## src/rtl/imm_gen_pipe.sv

```systemverilog
// Pipelined RISC-V immediate generator with a two-entry skid buffer.
// The decode is purely combinational off in_inst. The result is captured into
// the main output register, or into the skid register when the consumer stalls.
module imm_gen_pipe #(
  parameter int XLEN  = 32,
  parameter int TAG_W = 32
) (
  input  logic             clk,
  input  logic             rst_n,
  input  logic             in_valid,
  output logic             in_ready,
  input  logic [31:0]      in_inst,
  input  logic [TAG_W-1:0] in_tag,
  output logic             out_valid,
  input  logic             out_ready,
  output logic [XLEN-1:0]  out_imm,
  output logic [2:0]       out_type,
  output logic             out_illegal,
  output logic [TAG_W-1:0] out_tag
);
  localparam bit RV64 = (XLEN == 64);

  localparam logic [2:0] T_NONE  = 3'd0;
  localparam logic [2:0] T_I     = 3'd1;
  localparam logic [2:0] T_S     = 3'd2;
  localparam logic [2:0] T_B     = 3'd3;
  localparam logic [2:0] T_U     = 3'd4;
  localparam logic [2:0] T_J     = 3'd5;
  localparam logic [2:0] T_SHAMT = 3'd6;

  localparam logic [6:0] OP_IMM    = 7'b0010011;
  localparam logic [6:0] OP_IMM32  = 7'b0011011;
  localparam logic [6:0] OP_LOAD   = 7'b0000011;
  localparam logic [6:0] OP_JALR   = 7'b1100111;
  localparam logic [6:0] OP_STORE  = 7'b0100011;
  localparam logic [6:0] OP_BRANCH = 7'b1100011;
  localparam logic [6:0] OP_JAL    = 7'b1101111;
  localparam logic [6:0] OP_LUI    = 7'b0110111;
  localparam logic [6:0] OP_AUIPC  = 7'b0010111;
  localparam logic [6:0] OP_OP     = 7'b0110011;
  localparam logic [6:0] OP_SYSTEM = 7'b1110011;
  localparam logic [6:0] OP_MISC   = 7'b0001111;
  localparam logic [6:0] OP_OP32   = 7'b0111011;

  typedef enum logic [1:0] {EMPTY, ONE, FULL} state_t;

  typedef struct packed {
    logic [XLEN-1:0]  imm;
    logic [2:0]       typ;
    logic             ill;
    logic [TAG_W-1:0] tag;
  } entry_t;

  entry_t dec, main_q, skid_q;
  state_t state;

  logic [6:0] op;
  logic       shift;
  logic signed [11:0] imm_i, imm_s;
  logic signed [12:0] imm_b;
  logic signed [20:0] imm_j;
  logic signed [31:0] imm_u;

  assign op    = in_inst[6:0];
  // funct3 001 (SLLI) and 101 (SRLI/SRAI) carry a shift amount
  assign shift = (in_inst[13:12] == 2'b01);
  assign imm_i = in_inst[31:20];
  assign imm_s = {in_inst[31:25], in_inst[11:7]};
  assign imm_b = {in_inst[31], in_inst[7], in_inst[30:25], in_inst[11:8], 1'b0};
  assign imm_j = {in_inst[31], in_inst[19:12], in_inst[20], in_inst[30:21], 1'b0};
  assign imm_u = {in_inst[31:12], 12'b0};

  // Decode the incoming instruction into a buffer entry; signed casts sign-extend to XLEN
  always_comb begin
    dec     = '0;
    dec.tag = in_tag;
    case (op)
      OP_IMM: begin
        if (shift) begin
          dec.typ = T_SHAMT;
          dec.imm = RV64 ? XLEN'(in_inst[25:20]) : XLEN'(in_inst[24:20]);
        end else begin
          dec.typ = T_I;
          dec.imm = XLEN'(imm_i);
        end
      end
      OP_IMM32: begin
        if (!RV64) begin
          dec.ill = 1'b1;
        end else if (shift) begin
          dec.typ = T_SHAMT;
          dec.imm = XLEN'(in_inst[24:20]);
        end else begin
          dec.typ = T_I;
          dec.imm = XLEN'(imm_i);
        end
      end
      OP_LOAD, OP_JALR: begin
        dec.typ = T_I;
        dec.imm = XLEN'(imm_i);
      end
      OP_STORE: begin
        dec.typ = T_S;
        dec.imm = XLEN'(imm_s);
      end
      OP_BRANCH: begin
        dec.typ = T_B;
        dec.imm = XLEN'(imm_b);
      end
      OP_JAL: begin
        dec.typ = T_J;
        dec.imm = XLEN'(imm_j);
      end
      OP_LUI, OP_AUIPC: begin
        dec.typ = T_U;
        dec.imm = XLEN'(imm_u);
      end
      OP_OP, OP_SYSTEM, OP_MISC: dec.typ = T_NONE;
      OP_OP32: dec.ill = !RV64;
      default: dec.ill = 1'b1;
    endcase
  end

  logic accept, pop;
  assign accept = in_valid && in_ready;
  assign pop    = out_valid && out_ready;

  // Skid-buffer FSM; in_ready/out_valid are registered and follow the next state
  always_ff @(posedge clk or negedge rst_n) begin
    if (!rst_n) begin
      state     <= EMPTY;
      main_q    <= '0;
      skid_q    <= '0;
      out_valid <= 1'b0;
      in_ready  <= 1'b0;
    end else begin
      in_ready  <= (state != FULL);
      out_valid <= (state != EMPTY);
      case (state)
        EMPTY: if (accept) begin
          main_q    <= dec;
          state     <= ONE;
          out_valid <= 1'b1;
        end
        ONE: begin
          if (accept && pop) begin
            main_q <= dec;
          end else if (accept) begin
            skid_q   <= dec;
            state    <= FULL;
            in_ready <= 1'b0;
          end else if (pop) begin
            state     <= EMPTY;
            out_valid <= 1'b0;
          end
        end
        FULL: if (pop) begin
          main_q   <= skid_q;
          state    <= ONE;
          in_ready <= 1'b1;
        end
        default: state <= EMPTY;
      endcase
    end
  end

  assign out_imm     = main_q.imm;
  assign out_type    = main_q.typ;
  assign out_illegal = main_q.ill;
  assign out_tag     = main_q.tag;

endmodule

```

## config.mk

```make
export PLATFORM = sky130hd
export DESIGN_NAME = imm_gen_pipe
export DESIGN_NICKNAME = d
export VERILOG_FILES = /design/src/rtl/imm_gen_pipe.sv
export SDC_FILE = /design/constraint.sdc
export NUM_CORES = 1
export LEC_CHECK = 0
export CORE_AREA = 5 5 125 127
export CTS_BUF_LIST = sky130_fd_sc_hd__clkbuf_16
export CTS_CLUSTER_SIZE = 28
export DETAILED_ROUTE_END_ITERATION = 10
export DIE_AREA = 0 0 130 132
export PLACE_DENSITY_LB_ADDON = 0.15
export SLEW_MARGIN = 25
export SYNTH_ARGS = -nofsm -noshare
export SYNTH_HDL_FRONTEND = slang
export SYNTH_SLANG_ARGS = --single-unit
```

## constraint.sdc

```tcl
create_clock -name clk -period 2 [get_ports clk]
set_input_delay 0.4 -clock clk [delete_from_list [all_inputs] [get_ports clk]]
set_output_delay 0.4 -clock clk [all_outputs]
set_load 0.02 [all_outputs]
```

==> impl_results.md <==
* Status: finished clean
* Grt total ovfl at 0
* Via count of the first global-routing pass at 6078
* Worst Slack Setup Final at ~0.057 ns
* Overall power consumption at between 10 and 15 mW
* Post-synth design cell area at approximately 0.0065 mm^2
* Port-buffer cells at ~140
* Top area cells in the synthesized netlist: dfrtp_1 (54%), nand2_1 (10%), mux2i_1 (5.3%), o21ai_0 (3.7%), a32oi_1 (3.1%)
* Number of antenna violations at the first check in global routing at 0
* Cts bufs inserted at 17
* Post-DRT Antenna Nets at 0
* Starting utilization of the core area at between 40% and 50%
* Total routed wirelength at between 15000 and 20000 um
* Class of the worst hold path: flop to flop
* Req. time, crit path at between 2 and 2.5 ns
* Clock Pin Slew Worst Setup and Hold Paths at 0.06 ns
* Number of hold violations in the final report at 0
* Max cap viols at 0
* Normalized max-slew margin at 64.8%
* Yosys top cell by area: dfrtp_1
* Total nets after synthesis at about 750
* Arrival time reported for the critical path endpoint at between 2 and 2.5 ns
* Warning count from the yosys run at 0
* Maximum number of pins on one net before global-route repair at 66
* Worst R2R End: out_imm[6]
* Leak pwr at 4.09 nW
* Total power divided by cell area at ~1400 mW/mm^2
* Reg2Reg Depth at 7
* Delay-heaviest family, CP: simple AND/OR/NAND/NOR gates
* Gr usage total at between 20 and 25%
* Area delta synth->final at 41.0%
* Clock tree from TritonCTS: yes
* Max Fclk at between 500 and 600 MHz
* R2R setup slack at about 0.057 ns
* Later-pin clock latency in the skew report at between 0.4 and 0.5 ns
* Final weighted congestion in routability-driven placement at ~0.9
* Slew of the pin with the lowest slew margin at approximately 0.53 ns
* Post-DP HPWL at ~13000 um
* Most common flop cell mapped by yosys: dfrtp_1
* Number of enable flip-flop cells after synthesis at 0
* Diode insertion count for antenna repair at 0
* Final Setup Violations at 0
* Synth Register Bits at 140
* Max-slew violation count at 0
* Gate count of the mapped netlist at ~700
* Clock tree sinks at between 100 and 150
* Final routed DRC violation total at 0
* Hold slack final at 0.476 ns
* Floorplan Core Area at 0.0143 mm^2
* Post-synthesis cell type count at 46
* H-tree levels at 4
* Worst slack at placement at -0.291 ns
* Maximum fanout along the worst path at 7
* Cell occurring most often along the worst timing path: a21oi_1
* Startpoint of the most critical setup path: state[0]
* Root buffer selected by CTS: clkbuf_16
* Post-synthesis async set-or-reset flop share at 100%
* Nets at between 900 and 1000
* Synth Area per Inst at 9.52 um^2
* Worst VDD drop at roughly 0.00073 V
* First-pass GRT wire length at roughly 30000 um
* Number of buffers between clock root and the deepest sink at 2
* Proportion of netlist area held by the largest area contributor at 54.1%
* Final clock period utilization by the worst path at 97.1%
* CP Capture Type: flop
* Die X at 130 um
* Overall die area at between 0.015 and 0.02 mm^2
* Peak per-stage delay on the critical path at 0.51 ns
* Worst path depth at 7
* Count of standard-cell rows at 44
* Number of placed I/O pins at 138
* Setup repair after global routing missed its margin: yes
* Most common cell in the synthesized netlist: nand2_1
* Routed WL per cell at between 15 and 20 um
* Total vias in the final route at just under 6000
* Cell-by-cell listing of the critical path: inv_4, ha_4, or4b_4, o21a_4, buf_4, a21oi_1, a21oi_1
* Critical-path top delay cell: or4b_4
* Setup Crit Path Kind: flop to flop
* Proportion of synthesized chip area in sequential cells at 54.1%
* Setup TNS at 0 ns
* Critical path buffer and inverter count at 2
* Overall die height at about 130 um
* Fin Clk Skew at 0.00435 ns
* Drt initial violations at around 480
* Sort of element at the start of the critical path: flop
* Post-synth top cells: nand2_1 (176), dfrtp_1 (140), o21ai_0 (48)
* Worst r2r src: state[0]
* Count of TritonRoute iterations in the first routing pass at 5
* Fraction of layout instances using a drive strength above 1 at approximately 14%
* Via-per-instance ratio at around 5.5
* CP endpoint: out_imm[6]
* Post-layout min period at 1.94 ns
area by class of cell:
type | count | area (um^2)
sequential | 140 | 3500
inverter | 5 | 21.3
timing repair buffer | 206 | 2020
multi-input combinational | 484 | 2810
clock buffer | 17 | 425
tap | 184 | 230
fill | 1169 | 5190
clock inverter | 13 | 113
placed cells by master, fill, tap and decap left out, types with 6 or more instances in the layout:
cell and count:
a221oi_1 8, a32oi_1 23, a21o_1 19, inv_1 7
a31oi_1 10, clkdlybuf4s50_1 136, nand4_1 19, mux2i_1 34
clkbuf_16 17, a22o_1 6, buf_4 57, o21ai_1 12
a21oi_1 24, dfrtp_1 139, nor2_1 41, buf_12 10
nand2_1 176, nand3_1 8, o21ai_0 47
routing by layer:
layer	GRT usage, %	vias up	routed length [um]
met3	5.15	38	1050
met5	0	-	0
met1	29.0	2845	7890
li1	-	2735	-
met2	36.4	188	9340
met4	8.37	0	427
cell families (layout without fill, tap and decap cells):
group | after synthesis | in the layout | share of synthesized area [%]
fa+ha+maj | 4 | 4 | 0.773
simple gates | 272 | 272 | 17.9
compound gates | 169 | 169 | 17.2
buf+inv | 56 | 241 | 3.87
flops | 140 | 140 | 54.1
mux | 38 | 38 | 5.95
xor+xnor | 1 | 1 | 0.135
state kept, by name (all words and copies together) (netlist names):
signal	cells
skid_q	68
out_imm	32
out_illegal	1
out_type	3
in_ready	1
out_valid	1
state	2
out_tag	32
report_power, final:
part,switching [mW],leakage (nW),internal [mW],total [mW]
logic,2.87,2.04,2.44,5.30
registers,0.685,1.77,3.99,4.67
clock network,1.13,0.281,1.78,2.91
worst min-delay path, stage by stage (launching register included):
cell and delay (ns):
dfrtp_1 0.33, nand2_1 0.04, o21ai_0 0.06
metrics by stage:
stage / cells / area, um^2 / util, %
after floorplan: 680 / 6480 / -
after global placement: 1014 / 8480 / 59.2
after detailed placement: 1014 / 8480 / 59.2
after CTS: 1047 / 9050 / 63.2
after global routing: 1049 / 9130 / 63.7
final: 1049 / 9130 / 63.7
worst min path at each step:
stage / to / cells after the start / start / slack [ns]
floorplan: in_ready / 0 / rst_n / 0.10
global placement: out_imm[13] / 1 / rst_n / 0.36
detailed placement: out_imm[12] / 1 / rst_n / 0.36
CTS: skid_q[35] / 2 / skid_q[35] / 0.47
global route: skid_q[35] / 2 / skid_q[35] / 0.49
finish: out_tag[21] / 2 / out_tag[21] / 0.48
repair_timing:
action / 4_1_cts / 5_1_grt
hold buffers: 1 / 0
setup endpoints to repair: 11 / 48
pin swaps: 1 / 0
hold endpoints to repair: 42 / 0
gates resized for setup: 3 / 13
setup buffers: 2 / 2
(Power assumes the default switching activity.)
